**src/rtl/alu_seq.sv**
```systemverilog
// rtl/alu_seq.sv - 3-cycle instruction sequencer feeding a 16-bit combinational ALU
// Optional overflow trap/halt is enabled by defining ALU_SEQ_OVF_TRAP_EN.
module alu_seq #(
  parameter int DATA_W = 16,
  parameter int NREG   = 8,
  parameter int AW     = $clog2(NREG)
) (
  input  logic              clk,
  input  logic              rst,
  input  logic              instr_valid,
  output logic              instr_ready,
  input  logic [4:0]        instr_op,
  input  logic [AW-1:0]     instr_rd,
  input  logic [AW-1:0]     instr_rs1,
  input  logic [AW-1:0]     instr_rs2,
  output logic [DATA_W-1:0] alu_a,
  output logic [DATA_W-1:0] alu_b,
  output logic [4:0]        alu_code,
  input  logic [DATA_W-1:0] alu_c,
  input  logic              alu_ovf,
  output logic              wb_valid,
  output logic [AW-1:0]     wb_addr,
  output logic [DATA_W-1:0] wb_data,
  output logic              ovf_sticky,
  input  logic              ovf_clr,
  output logic              halted,
  input  logic              rf_load_en,
  input  logic [AW-1:0]     rf_load_addr,
  input  logic [DATA_W-1:0] rf_load_data,
  input  logic [AW-1:0]     dbg_addr,
  output logic [DATA_W-1:0] dbg_data
);

  typedef enum logic [1:0] {
    IDLE = 2'd0,
    EXEC = 2'd1,
    WB   = 2'd2,
    HALT = 2'd3
  } state_t;

  state_t            state;
  logic [DATA_W-1:0] rf [NREG];
  logic [AW-1:0]     rd_q;
  logic [DATA_W-1:0] res_q;
  logic              ovf_q;
  logic              legal_q;
  logic              ovf_set;

  function automatic logic op_legal(input logic [4:0] op);
    logic ok;
    case (op[4:3])
      2'b00:   ok = 1'b1;
      2'b01:   ok = (op[2:0] == 3'b000) || (op[2:0] == 3'b001) ||
                    (op[2:0] == 3'b010) || (op[2:0] == 3'b100);
      2'b10:   ok = !op[2];
      default: ok = (op[2:0] <= 3'b101);
    endcase
    return ok;
  endfunction

  // Only the arithmetic group reports overflow; other groups' ovf is don't-care.
  assign ovf_set  = (state == WB) && legal_q && (alu_code[4:3] == 2'b00) && ovf_q;

  assign wb_addr  = rd_q;
  assign wb_data  = res_q;
  assign dbg_data = rf[dbg_addr];

`ifdef ALU_SEQ_OVF_TRAP_EN
  logic halted_q;
  assign halted = halted_q;
`else
  assign halted = 1'b0;
`endif

  always_ff @(posedge clk or posedge rst) begin
    if (rst) begin
      state       <= IDLE;
      instr_ready <= 1'b1;
      alu_a       <= '0;
      alu_b       <= '0;
      alu_code    <= '0;
      rd_q        <= '0;
      res_q       <= '0;
      ovf_q       <= 1'b0;
      legal_q     <= 1'b0;
      wb_valid    <= 1'b0;
      ovf_sticky  <= 1'b0;
`ifdef ALU_SEQ_OVF_TRAP_EN
      halted_q    <= 1'b0;
`endif
      for (int i = 0; i < NREG; i++) begin
        rf[i] <= '0;
      end
    end else begin
      if (ovf_set) begin
        ovf_sticky <= 1'b1;
      end else if (ovf_clr) begin
        ovf_sticky <= 1'b0;
      end

      case (state)
        IDLE: begin
          // Operands are read from the current array, so a coincident preload
          // of a source register is not visible to this instruction.
          if (rf_load_en) begin
            rf[rf_load_addr] <= rf_load_data;
          end
          if (instr_valid) begin
            alu_a       <= rf[instr_rs1];
            alu_b       <= rf[instr_rs2];
            alu_code    <= instr_op;
            rd_q        <= instr_rd;
            legal_q     <= op_legal(instr_op);
            instr_ready <= 1'b0;
            state       <= EXEC;
          end
        end

        EXEC: begin
          res_q    <= alu_c;
          ovf_q    <= alu_ovf;
          wb_valid <= legal_q;
          state    <= WB;
        end

        WB: begin
          wb_valid <= 1'b0;
          if (legal_q) begin
            rf[rd_q] <= res_q;
          end
`ifdef ALU_SEQ_OVF_TRAP_EN
          if (ovf_set) begin
            halted_q <= 1'b1;
            state    <= HALT;
          end else begin
            instr_ready <= 1'b1;
            state       <= IDLE;
          end
`else
          instr_ready <= 1'b1;
          state       <= IDLE;
`endif
        end

        HALT: begin
`ifdef ALU_SEQ_OVF_TRAP_EN
          if (ovf_clr) begin
            halted_q    <= 1'b0;
            instr_ready <= 1'b1;
            state       <= IDLE;
          end
`else
          instr_ready <= 1'b1;
          state       <= IDLE;
`endif
        end

        default: begin
          instr_ready <= 1'b1;
          state       <= IDLE;
        end
      endcase
    end
  end

endmodule

```
**config.mk**
```make
export PLATFORM = sky130hd
export DESIGN_NAME = alu_seq
export DESIGN_NICKNAME = d
export VERILOG_FILES = /design/src/rtl/alu_seq.sv
export SDC_FILE = /design/constraint.sdc
export NUM_CORES = 1
export LEC_CHECK = 0
export ABC_CLOCK_PERIOD_IN_PS = 7300
export BUFFER_PORTS_ARGS = -buffer_cell sky130_fd_sc_hd__buf_2
export CORE_MARGIN = 5
export CORE_UTILIZATION = 30
export DETAILED_ROUTE_END_ITERATION = 10
export PLACE_DENSITY = 0.44
export SLEW_MARGIN = 10
export SYNTH_ARGS = -nofsm -noshare
export SYNTH_HDL_FRONTEND = slang
export SYNTH_SLANG_ARGS = --single-unit
```
**constraint.sdc**
```tcl
create_clock -name clk -period 7.3 [get_ports clk]
set_clock_uncertainty 0.1 [all_clocks]
set_input_delay 0.73 -clock clk [delete_from_list [all_inputs] [get_ports clk]]
set_output_delay 0.73 -clock clk [all_outputs]
set_load 0.02 [all_outputs]
```
==> qor.csv <==
stage,metric,value,unit
global_routing,largest net degree at the start of global routing,117,
timing,Final Max Tran Viols,0,
global_routing,global-route wire length before repair,58200,µm
timing,"Hold Vio Cnt, Final",0,
clock_tree,clk_lat worst skew,0.45,ns
global_routing,grt ovf,0,
synthesis,Synth Register Bits,191,
synthesis,"Cell Area, Synth",11500,µm²
critical_path,CP max-delay cell,a211oi_4,
layout,Layout Nets,1016,
critical_path,Slowest Stage Delay on Critical Path,1.01,ns
timing,worst hold slack,0.371,ns
global_routing,vias in the first global route,8435,
placement,PortBufs,132,
global_routing,GR Util All Layers,18.5,%
synthesis,Post-synth ARST share,100,%
drt,vias,8297,
synthesis,synth unique cells,39,
critical_path,crit end category,register,
power_and_ir_drop,VDD IR max,0.185,mV
placement,DP Wirelength,24900,µm
placement,placed cell areas,12500,µm²
clock_tree,# resized after CTS,0,
power_and_ir_drop,sequential power share,38.7,%
timing,Final min period,3.28,ns
power_and_ir_drop,leakage,5.56,nW
clock_tree,clk root buf,clkbuf_16,
timing,fmax,305,MHz
power_and_ir_drop,Switching Power,2.10,mW
critical_path,crit path launch type,register,
layout,Syn-to-layout area delta,13.9,%
synthesis,yosys warns,0,
critical_path,"Max FO, Critical Path",52,
timing,max_slew headroom,20.2,%
clock_tree,Hold Buf Count CTS,0,
clock_tree,TritonCTS clock tree,built,
drt,vias per inst,5.62,
timing,Final WS setup,4.02,ns
critical_path,crit path DAT,3.51,ns
clock_tree,Max clock buf depth,2,
floorplanning,IO Pins,134,
global_routing,initial antenna violation count,0,
floorplanning,full die area,42400,µm²
critical_path,CP Class,reg -> reg,
drt,DR pass1 iterations,5,
clock_tree,Post-CTS Setup Bufs,0,
timing,Final TNS setup,0,ns
drt,DR DRC count,0,
drt,Post-Route WL,39100,µm
synthesis,number of flops mapped to enable cells by yosys,0,
drt,Starting DRT DRC Count,553,
critical_path,"Cell Chain, Critical Path",inv_1 > ha_2 > buf_4 > or4_1 > a211oi_4 > mux2_2,
clock_tree,cts bufs inserted,17,
layout,design area,13100,µm²
power_and_ir_drop,combinational fraction of design power,41.9,%
timing,fin crit share,44.9,%
floorplanning,core area,37800,µm²
layout,layout cell share with drive strength beyond 1,44.6,%
floorplanning,initial core utilization,30.5,%
clock_tree,# H-tree levels,4,
placement,gpl congestion,0.768,
drt,DR WL/cell,26.5,µm
job,MaxCap Viol Count,0,
floorplanning,die height,206,µm
placement,worst slack at placement,3.98,ns
synthesis,syn_nets,946,
floorplanning,std cell rows,71,
synthesis,sequential area share after synthesis,41.5,%
synthesis,Post-Syn Instances,883,
timing,RSZ-0062 raised after global routing,false,
clock_tree,clock sink count,191,
layout,# diodes,0,
power_and_ir_drop,cell internal pwr,3.08,mW
timing,Final setup viols,0,
power_and_ir_drop,Cell Pwr Density,395,nW/µm²
floorplanning,Die Width,206,µm
synthesis,Avg Inst Size Synth,13.0,µm²
power_and_ir_drop,Sw Share,40.6,%
status,status,"complete, no violations",
worst_hold_path,Worst Hold Class,in -> async,
critical_path,"Req. time, crit path",7.53,ns
timing,worst-margin pin slew,1.19,ns
drt,post-route antenna net violation count,0,
clock_tree,"Reg clk slew, reported paths",0.08,ns
power_and_ir_drop,clock network power share,19.4,%
synthesis,"Primary FF master, synth",dfrtp_1,
cells by family (layout without fill, tap and decap cells):
kind of cell / after synthesis / after routing / share of synthesized area, %
AO/OA/AOI/OAI: 177 / 177 / 9.99
adder cells (fa/ha/maj): 5 / 5 / 0.543
buffers and inverters: 102 / 184 / 3.90
flip-flops: 191 / 191 / 41.5
multiplexers: 298 / 298 / 38.6
other: 1 / 1 / 0.0326
AND/OR/NAND/NOR: 109 / 109 / 5.43
cell usage after synthesis, types with 3 or more instances:
library cell  number  area (µm²)
mux2_4            10         150
nand4bb_1          6        67.6
mux4_2            96        2160
mux2i_1           32         320
o22ai_1          128         801
mux2_1            31         349
buf_2             14        70.1
a211oi_4           4        80.1
a211oi_2           4        50.1
o21ai_0           36         180
nand4b_1           5        43.8
nor2_1             5        18.8
buf_4              8        60.1
or3b_2             6        52.6
ha_1               5        62.6
clkbuf_1          51         191
nand3b_1           7        52.6
nand2_1           51         191
or4b_1             3        30.0
inv_1              6        22.5
buf_1             21        78.8
dfrtp_1          190        4750
nand2b_1          16         100
mux2_2           128        1440
worst max-delay path: cells and delay by family (launching register included):
family                   cells  cell delay (ns)
buffers and inverters        2             0.38
AND/OR/NAND/NOR              1             0.63
flip-flops                   1             0.42
adder cells (fa/ha/maj)      1             0.19
multiplexers                 1             0.42
AO/OA/AOI/OAI                1             1.01
path summary, 6_finish.rpt:
path	to	from	cells past startpoint	slack [ns]
hold reg to reg	alu_b[1]$_DFFE_PP0P_	alu_b[1]$_DFFE_PP0P_	2	0.37
setup reg to reg	rf[123]$_DFFE_PP0P_	state[0]$_DFFE_PP0P_	6	4.02
min in group clk	alu_b[1]$_DFFE_PP0P_	alu_b[1]$_DFFE_PP0P_	2	0.37
hold / removal	rf[46]$_DFFE_PP0P_	rst	2	0.37
max in group asynchronous	wb_data[4]$_DFFE_PP0N_	rst	3	5.16
setup / recovery	rf[123]$_DFFE_PP0P_	state[0]$_DFFE_PP0P_	6	4.02
cell type report:
| cell class | instances | area, µm² |
|---|---|---|
| clock inverter | 11 | 160 |
| fill | 3757 | 24600 |
| inverter | 6 | 30.0 |
| sequential | 191 | 4780 |
| timing repair buffer | 147 | 773 |
| tap | 511 | 639 |
| clock buffer | 20 | 447 |
| multi-input combinational | 590 | 6290 |
power by group through the flow:
stage               clock [mW]  sequential, mW  combinational [mW]
floorplan                    0            2.00                1.43
CTS                       1.03            2.00                2.20
global placement             0            2.01                2.18
detailed placement           0            2.02                2.20
global route              1.07            2.08                2.34
finish                    1.01            2.00                2.17
flip-flops by register name, summed over array words and instances (netlist names):
| name | flops |
|---|---|
| rf | 128 |
| alu_a | 16 |
| alu_b | 16 |
| wb_data | 16 |
| alu_code | 5 |
| wb_addr | 3 |
| state | 2 |
| instr_ready | 1 |
| legal_q | 1 |
| ovf_q | 1 |
| ovf_sticky | 1 |
| wb_valid | 1 |
stage by stage:
| stage | total power [mW] | utilization [%] | std cells |
|---|---|---|---|
| after detailed placement | 4.22 | 33.2 | 1445 |
| after floorplan | 3.43 | - | 883 |
| final | 5.18 | 34.8 | 1476 |
| after global routing | 5.49 | 34.8 | 1476 |
| after CTS | 5.24 | 34.8 | 1476 |
| after global placement | 4.20 | 33.2 | 1445 |
metal layers:
| metal | track usage, % | part of all wire (%) | wire length, µm |
|---|---|---|---|
| met3 | 3.28 | 5.7 | 2210 |
| met1 | 26.9 | 47 | 18200 |
| met2 | 28.6 | 46 | 18000 |
| met5 | 0 | 0 | 0 |
| met4 | 5.11 | 1.7 | 658 |
layout by cell type, fill, tap and decap left out, types with 10 or more instances in the layout:
cell / netlist / routed
nand2_1: 51 / 50
buf_4: 8 / 15
mux2_1: 31 / 31
dfrtp_1: 190 / 190
mux2_2: 128 / 128
mux2i_1: 32 / 32
mux2_4: 10 / 10
buf_2: 14 / 132
nand2b_1: 16 / 16
clkbuf_16: 0 / 17
o21ai_0: 36 / 36
o22ai_1: 128 / 128
mux4_2: 96 / 96
(Power assumes the default switching activity.)
